===== src/rtl/button_conditioner_pkg.sv =====
// rtl/button_conditioner_pkg.sv - shared state encoding and 50 MHz timing defaults
package button_conditioner_pkg;

   typedef enum logic [1:0] {
      IDLE         = 2'd0,
      PRESS_WAIT   = 2'd1,
      HELD         = 2'd2,
      RELEASE_WAIT = 2'd3
   } btn_state_t;

   localparam int DEF_DEBOUNCE_CYC  = 500000;
   localparam int DEF_REPEAT_DELAY  = 25000000;
   localparam int DEF_REPEAT_PERIOD = 5000000;
   localparam int DEF_CNT_W         = 25;

endpackage


===== src/rtl/debounce_channel.sv =====
// rtl/debounce_channel.sv - synchroniser, debounce FSM and auto-repeat for one button
module debounce_channel
   import button_conditioner_pkg::*;
#(
   parameter int DEBOUNCE_CYC  = DEF_DEBOUNCE_CYC,
   parameter int REPEAT_DELAY  = DEF_REPEAT_DELAY,
   parameter int REPEAT_PERIOD = DEF_REPEAT_PERIOD,
   parameter bit REPEAT_EN     = 1'b0,
   parameter int CNT_W         = DEF_CNT_W
) (
   input  logic clk,
   input  logic reset_n,
   input  logic btn_raw,
   output logic btn_level,
   output logic btn_pulse
);

   localparam logic [CNT_W-1:0] DB_LAST  = CNT_W'(DEBOUNCE_CYC - 1);
   localparam logic [CNT_W-1:0] DLY_LAST = CNT_W'(REPEAT_DELAY - 1);
   localparam logic [CNT_W-1:0] PER_LAST = CNT_W'(REPEAT_PERIOD - 1);

   logic             s1, s2;
   btn_state_t       state, state_next;
   logic [CNT_W-1:0] cnt, cnt_next;
   logic [CNT_W-1:0] rep, rep_next;
   logic             rep_first, rep_first_next;
   logic             level_next, pulse_next;

   always_ff @(posedge clk) begin
      if (!reset_n) begin
         s1        <= 1'b0;
         s2        <= 1'b0;
         state     <= IDLE;
         cnt       <= '0;
         rep       <= '0;
         rep_first <= 1'b0;
         btn_level <= 1'b0;
         btn_pulse <= 1'b0;
      end else begin
         s1        <= btn_raw;
         s2        <= s1;
         state     <= state_next;
         cnt       <= cnt_next;
         rep       <= rep_next;
         rep_first <= rep_first_next;
         btn_level <= level_next;
         btn_pulse <= pulse_next;
      end
   end

   always_comb begin
      state_next     = state;
      cnt_next       = cnt;
      rep_next       = rep;
      rep_first_next = rep_first;
      level_next     = btn_level;
      pulse_next     = 1'b0;
      case (state)
         IDLE: begin
            level_next = 1'b0;
            if (s2) begin
               state_next = PRESS_WAIT;
               cnt_next   = '0;
            end
         end
         PRESS_WAIT: begin
            if (!s2) begin
               state_next = IDLE;
            end else if (cnt == DB_LAST) begin
               state_next     = HELD;
               level_next     = 1'b1;
               pulse_next     = 1'b1;
               rep_next       = '0;
               rep_first_next = 1'b1;
            end else begin
               cnt_next = cnt + 1'b1;
            end
         end
         HELD: begin
            if (!s2) begin
               state_next = RELEASE_WAIT;
               cnt_next   = '0;
            end else if (REPEAT_EN) begin
               // first repeat waits the long delay, later ones the short period
               if (rep == (rep_first ? DLY_LAST : PER_LAST)) begin
                  pulse_next     = 1'b1;
                  rep_next       = '0;
                  rep_first_next = 1'b0;
               end else begin
                  rep_next = rep + 1'b1;
               end
            end
         end
         RELEASE_WAIT: begin
            if (s2) begin
               state_next = HELD;
               rep_next   = '0;
            end else if (cnt == DB_LAST) begin
               state_next = IDLE;
               level_next = 1'b0;
            end else begin
               cnt_next = cnt + 1'b1;
            end
         end
         default: state_next = IDLE;
      endcase
   end

endmodule


===== src/rtl/button_conditioner.sv =====
// rtl/button_conditioner.sv - NBTN-channel button synchroniser, debouncer and press-pulse generator
module button_conditioner
   import button_conditioner_pkg::*;
#(
   parameter int               NBTN          = 2,
   parameter int               DEBOUNCE_CYC  = DEF_DEBOUNCE_CYC,
   parameter int               REPEAT_DELAY  = DEF_REPEAT_DELAY,
   parameter int               REPEAT_PERIOD = DEF_REPEAT_PERIOD,
   parameter logic [NBTN-1:0]  REPEAT_MASK   = '0,
   parameter int               CNT_W         = DEF_CNT_W
) (
   input  logic            clk,
   input  logic            reset_n,
   input  logic [NBTN-1:0] btn_raw,
   output logic [NBTN-1:0] btn_level,
   output logic [NBTN-1:0] btn_pulse
);

   for (genvar i = 0; i < NBTN; i++) begin : g_ch
      debounce_channel #(
         .DEBOUNCE_CYC  (DEBOUNCE_CYC),
         .REPEAT_DELAY  (REPEAT_DELAY),
         .REPEAT_PERIOD (REPEAT_PERIOD),
         .REPEAT_EN     (REPEAT_MASK[i]),
         .CNT_W         (CNT_W)
      ) u_ch (
         .clk       (clk),
         .reset_n   (reset_n),
         .btn_raw   (btn_raw[i]),
         .btn_level (btn_level[i]),
         .btn_pulse (btn_pulse[i])
      );
   end

endmodule

===== config.mk =====
export PLATFORM = sky130hd
export DESIGN_NAME = button_conditioner
export DESIGN_NICKNAME = d
export VERILOG_FILES = /design/src/rtl/button_conditioner_pkg.sv /design/src/rtl/debounce_channel.sv /design/src/rtl/button_conditioner.sv
export SDC_FILE = /design/constraint.sdc
export NUM_CORES = 1
export LEC_CHECK = 0
export CAP_MARGIN = 20
export CORE_ASPECT_RATIO = 0.6
export CORE_MARGIN = 2
export CORE_UTILIZATION = 35
export CTS_CLUSTER_DIAMETER = 150
export DETAILED_ROUTE_END_ITERATION = 12
export HOLD_SLACK_MARGIN = 0.08
export SLEW_MARGIN = 20
export SYNTH_ARGS = -nofsm -noshare
export SYNTH_HDL_FRONTEND = slang
export SYNTH_HIERARCHICAL = 1
export SYNTH_SLANG_ARGS = --single-unit

===== constraint.sdc =====
create_clock -name clk -period 1.56 [get_ports clk]
set_input_delay 0.156 -clock clk [delete_from_list [all_inputs] [get_ports clk]]
set_output_delay 0.156 -clock clk [all_outputs]
set_load 0.005 [all_outputs]

### Yosys cells after proc, flatten, opt, wreduce, memory -nomap -nowiden

Cells that the tools add are included.

* register bits: 62
* bits in latches: 0
* RAM bits: 0
* bits in read-only memories: 0
* bits of input ports: 4
* output and inout bits: 4
* word-level logic and storage cells: 88
* memories: 0

* add/sub/neg operators: 2
* multipliers: 0
* divide/modulo/power cells: 0
* magnitude comparators: 0
* eq/ne operators: 24
* shift operators: 0
* mux-type cells: 38
* bitwise logic cells: 0
* reductions and logical operators: 12

Operators with widths (count)
* 25-bit 2-to-1 mux: 10
* 25-bit case mux with 4 select lines: 2
* 25-bit by 1-bit adder with 25-bit output, second input constant: 2
* 25-bit by 19-bit equality test with 1-bit output, second input constant: 2
* 2-bit 2-to-1 mux: 12
* 2-bit by 1-bit != test with 1-bit output, second input constant: 8
* 2-bit case mux with 4 select lines: 2
* 4-bit AND reduction: 4
* 1-bit 2-to-1 mux: 10
* 5-bit AND reduction: 2
* 2-bit equality test, second input constant: 4
* 2-bit != test, second input constant: 4
* 3-bit by 1-bit != test with 1-bit output, second input constant: 2
* 3-bit != test, second input constant: 2
* 1-bit case mux with 3 select lines: 2
* 3-bit AND reduction: 2
* 3-bit nonzero test: 2
* 2-bit by 1-bit equality test with 1-bit output, second input constant: 2
* 2-bit zero test: 2

### Depth between registers and ports, before layout

* depth in word-level cells: 4
* gate-level depth with buffers: 7
* mapped depth without buffers: 6

### Modules after synthesis

Netlist, hierarchy kept.

By module, submodules not included
* debounce_channel: times used 2, cells each 161, area each 1443.9 um^2, sequential area each 620.6 um^2

### Worst setup path after synthesis

OpenSTA, ideal clock, no wires.

* kind: reg2reg
* from: register g_ch[0].u_ch.cnt[0]
* to: register g_ch[0].u_ch.btn_level
* library setup time: 0.128 ns
* arrival time: 1.510 ns
* data required time: 1.432 ns
* path slack: -0.078 ns
* stages on the path, launching flop included: 8
* buffers on the path: 1
* clock period less this slack: 1.638 ns
* cell sequence: dfxtp_1 -> ha_1 -> and3_1 -> nand4_1 -> or2_0 -> clkbuf_1 -> nor3b_1 -> o32ai_1

* cells in the longest elaborated chain, start to end: 3
* elaborated cells between the ends (all ways): 4
* those cells by class: eq/ne: 3; reduce/logical: 1

RTL lines
* start, declared: line debounce_channel.sv:24 `logic [CNT_W-1:0] cnt, cnt_next;`
* start signal, assigned: line debounce_channel.sv:43 `cnt <= cnt_next;`
* 25-bit by 19-bit equality test with 1-bit output *: line debounce_channel.sv:69, debounce_channel.sv:98
* 2-bit by 1-bit != test with 1-bit output (no line)
* 5-bit AND reduction (no line) *
* end signal, assigned: line debounce_channel.sv:46 `btn_level <= level_next;`
* end, declared: line debounce_channel.sv:14 `output logic btn_level,`

Every way passes the cells marked *; elsewhere a longest branch is shown, timed or not.
A chain may end at the register's enable or synchronous reset.

### Worst setup path in the final report

* from: register g_ch[0].u_ch.cnt[12]
* to: register g_ch[0].u_ch.btn_level

Same word-level chain as after synthesis.

==> flow_summary.json <==
{
  "status": "complete, but fails checks",
  "violations": "setup timing",
  "vias": 2809,
  "dp_cells": 524,
  "core_um2": 7950,
  "power_mw": 3.88,
  "peakVddDrop_uv": 527,
  "p_switching_mw": 0.795,
  "vias_per_cell": 5.04,
  "cp.arrival_ps": 1910,
  "path_class": "flop to flop",
  "grt_max_degree": 13,
  "pwr-share-seq": 0.412,
  "slowest_delay_ps": 330,
  "insertion_delay_ps": 330,
  "syn_nets": 328,
  "cts_hold_buffers": 0,
  "firstDrtPassIters": 5,
  "seqCellArea_um2": 1270,
  "grtUsageTotal": 0.190,
  "synth-edff-count": 0,
  "power.internal_mw": 3.09,
  "route.detailed.drc": 0,
  "place_ws_ps": -150,
  "htreeDepth": 3,
  "synth.avg_cell_area_um2": 8.97,
  "cp-end-kind": "flop",
  "setup_viol": 32,
  "drt_iter0_drc": 181,
  "slew_headroom": 0.700,
  "clkPwrFrac": 0.552,
  "critPathMaxFanout": 6,
  "crit_required_ps": 1770,
  "cts_tree": "built",
  "yosysSeqAreaShare": 0.430,
  "die_w_um": 121,
  "fin_cells": 557,
  "async_flop_share": 0,
  "cts_max_path_buffers": 2,
  "routedWlPerCell_um": 14.5,
  "die_area_um2": 9020,
  "cp_cell_sequence": "nor4b_4, nand4b_1, buf_4, or2_4, nor3b_2, o32ai_1",
  "start_util": 0.363,
  "grt-ovfl-total": 0,
  "detailed_place_hpwl_um": 5710,
  "slowest_stage": "dfxtp_2",
  "powerDensity_nw_per_um2": 867,
  "hold_viol": 0,
  "ctsRootBufferMaster": "clkbuf_16",
  "clkSinkCount": 62,
  "timing.fmax_ghz": 0.589,
  "rows": 25,
  "fillers": 678,
  "synth_cell_types": 37,
  "area_growth_pct": 55.2,
  "startpoint": "g_ch[0].u_ch/cnt[12]",
  "synthFlopType": "dfxtp_1",
  "syn_inst": 322,
  "period_needed_ps": 1700,
  "ant_nets": 0,
  "sw_frac_of_total": 0.205,
  "placed_area_um2": 3820,
  "drv_slew": 0,
  "rsz0062_at_grt": "true",
  "io_buffers": 7,
  "leakagePower_nw": 1.70,
  "r2r_start": "g_ch[0].u_ch/cnt[12]",
  "hold_start": "g_ch[1].u_ch/s1",
  "synth_warnings": 6,
  "synth_area_um2": 2890,
  "final_area_um2": 4480,
  "grt_pass1_wl_um": 13100,
  "gp_congestion": 0.867,
  "worst_pin_slew_ps": 444,
  "setup_tns_ps": -1810,
  "wl_um": 8090,
  "antenna_found_initial": 0,
  "multi_input_area_um2": 1830,
  "cts_made_buffers": 9,
  "pin_count": 8,
  "period_share": 1.09,
  "maxCapViolations": 0,
  "clock_skew_ps": 4.63,
  "die_h_um": 74.4,
  "num_antenna_cells": 0,
  "drive_gt1_frac": 0.445,
  "cts.clk_slew.worst_paths_ps": 50,
  "first_global_vias": 2660,
  "ys_ff_latch": 62,
  "combinationalPowerShare": 0.036,
  "critPathLaunchType": "flop",
  "setup_ws_ps": -137,
  "final_nets": 450,
  "hp-class": "flop to flop"
}
## critical path, delay by kind of cell, from the launching register on
kind / cells / cell delay (ps)
AND/OR/NAND/NOR: 4 / 940
flip-flops: 1 / 330
buffers and inverters: 1 / 200
AO/OA/AOI/OAI: 1 / 100
## final timing paths
kind	endpoint	slack (ps)	cells after the start
worst min register to register	g_ch[1].u_ch/s2	430	1
worst min-delay path	g_ch[1].u_ch/s2	430	1
worst max-delay path	g_ch[0].u_ch/btn_level	-140	6
worst max register to register	g_ch[0].u_ch/btn_level	-140	6
## cells by family (layout without fill, tap and decap cells)
logic type / Yosys count / count (layout) / synth area share
and+or+nand+nor: 164 / 164 / 0.322
DFF: 62 / 62 / 0.430
xor gates and xnor gates: 42 / 42 / 0.133
AOI/OAI and AO/OA: 40 / 40 / 0.0867
buffers and inverters: 10 / 137 / 0.0130
adders and majority gates: 2 / 2 / 0.00866
muxes: 2 / 2 / 0.00693
## cells in the mapped netlist (all sizes together) (6+ instances only)
cell	n	share of area
a21oi	6	0.010
and2	6	0.013
clkbuf	6	0.0078
dfxtp	62	0.43
nand2	12	0.016
nand3	24	0.042
nand4	20	0.043
nor2	54	0.077
nor3	14	0.024
nor4b	8	0.029
o21ai	18	0.031
xnor2	8	0.029
xor2	34	0.10
## cells in the final DEF (no fill, tap or decap), types with 3 or more instances in the layout
cell,count
buf_4,105
nor2_1,46
dfxtp_1,37
xor2_1,34
dfxtp_2,24
nand4_1,20
nand3_1,19
nand2_1,12
o21ai_1,10
clkbuf_16,9
nor2_2,8
nor3_2,7
clkdlybuf4s50_1,7
nor3_1,6
xnor2_1,6
and2_1,6
nand3_2,5
buf_6,5
o21ai_2,4
inv_1,4
o211ai_1,4
a21oi_1,4
and4_1,4
o21ai_0,4
nor4b_2,3
nor4b_1,3
or3_1,3
## sequential cells by signal (all words and copies together) (netlist names), named ones only
name,count
g_ch.u_ch/state,2
g_ch.u_ch/s1,2
g_ch.u_ch/btn_pulse,2
g_ch.u_ch/s2,2
g_ch.u_ch/btn_level,2
g_ch.u_ch/cnt,50
## per-stage QoR
step                hold slack (ps)  utilization
floorplan                       278            -
global placement                417        0.481
detailed placement              422        0.481
CTS                             426        0.538
global route                    432        0.564
finish                          429        0.564
## layout make-up
type | instances | area share
Inverter | 4 | 0.00335
Clock buffer | 12 | 0.0550
Timing Repair Buffer | 117 | 0.204
Sequential cell | 62 | 0.284
Multi-Input combinational cell | 250 | 0.407
Tap cell | 108 | 0.0302
Clock inverter | 4 | 0.0156
## per-layer routing
| layer | up-vias | routed length, µm | share of wire | GRT usage |
|---|---|---|---|---|
| met5 | - | 0 | 0 | 0 |
| met4 | 0 | 95 | 0.012 | 0.0549 |
| met3 | 10 | 422 | 0.052 | 0.0506 |
| met2 | 70 | 3280 | 0.41 | 0.268 |
| met1 | 1319 | 4290 | 0.53 | 0.284 |
| li1 | 1410 | - | - | - |
## power groups by stage
| stage | registers [mW] | logic, mW | clock network, mW |
|---|---|---|---|
| 6_report | 1.60 | 0.138 | 2.15 |
| 5_1_grt | 1.60 | 0.150 | 2.26 |
| 4_1_cts | 1.60 | 0.132 | 2.19 |
| 3_5_place_dp | 1.63 | 0.128 | 0 |
| 3_3_place_gp | 1.63 | 0.128 | 0 |
| 2_1_floorplan | 1.64 | 0.0557 | 0 |
## timing repair
action | 4_1_cts | 5_1_grt
buffers inserted | 8 | 9
setup endpoints to repair | 37 | 49
pin swaps | 26 | 30
gates resized for setup | 32 | 40
gates cloned | 0 | 0
(Power assumes the default switching activity.)
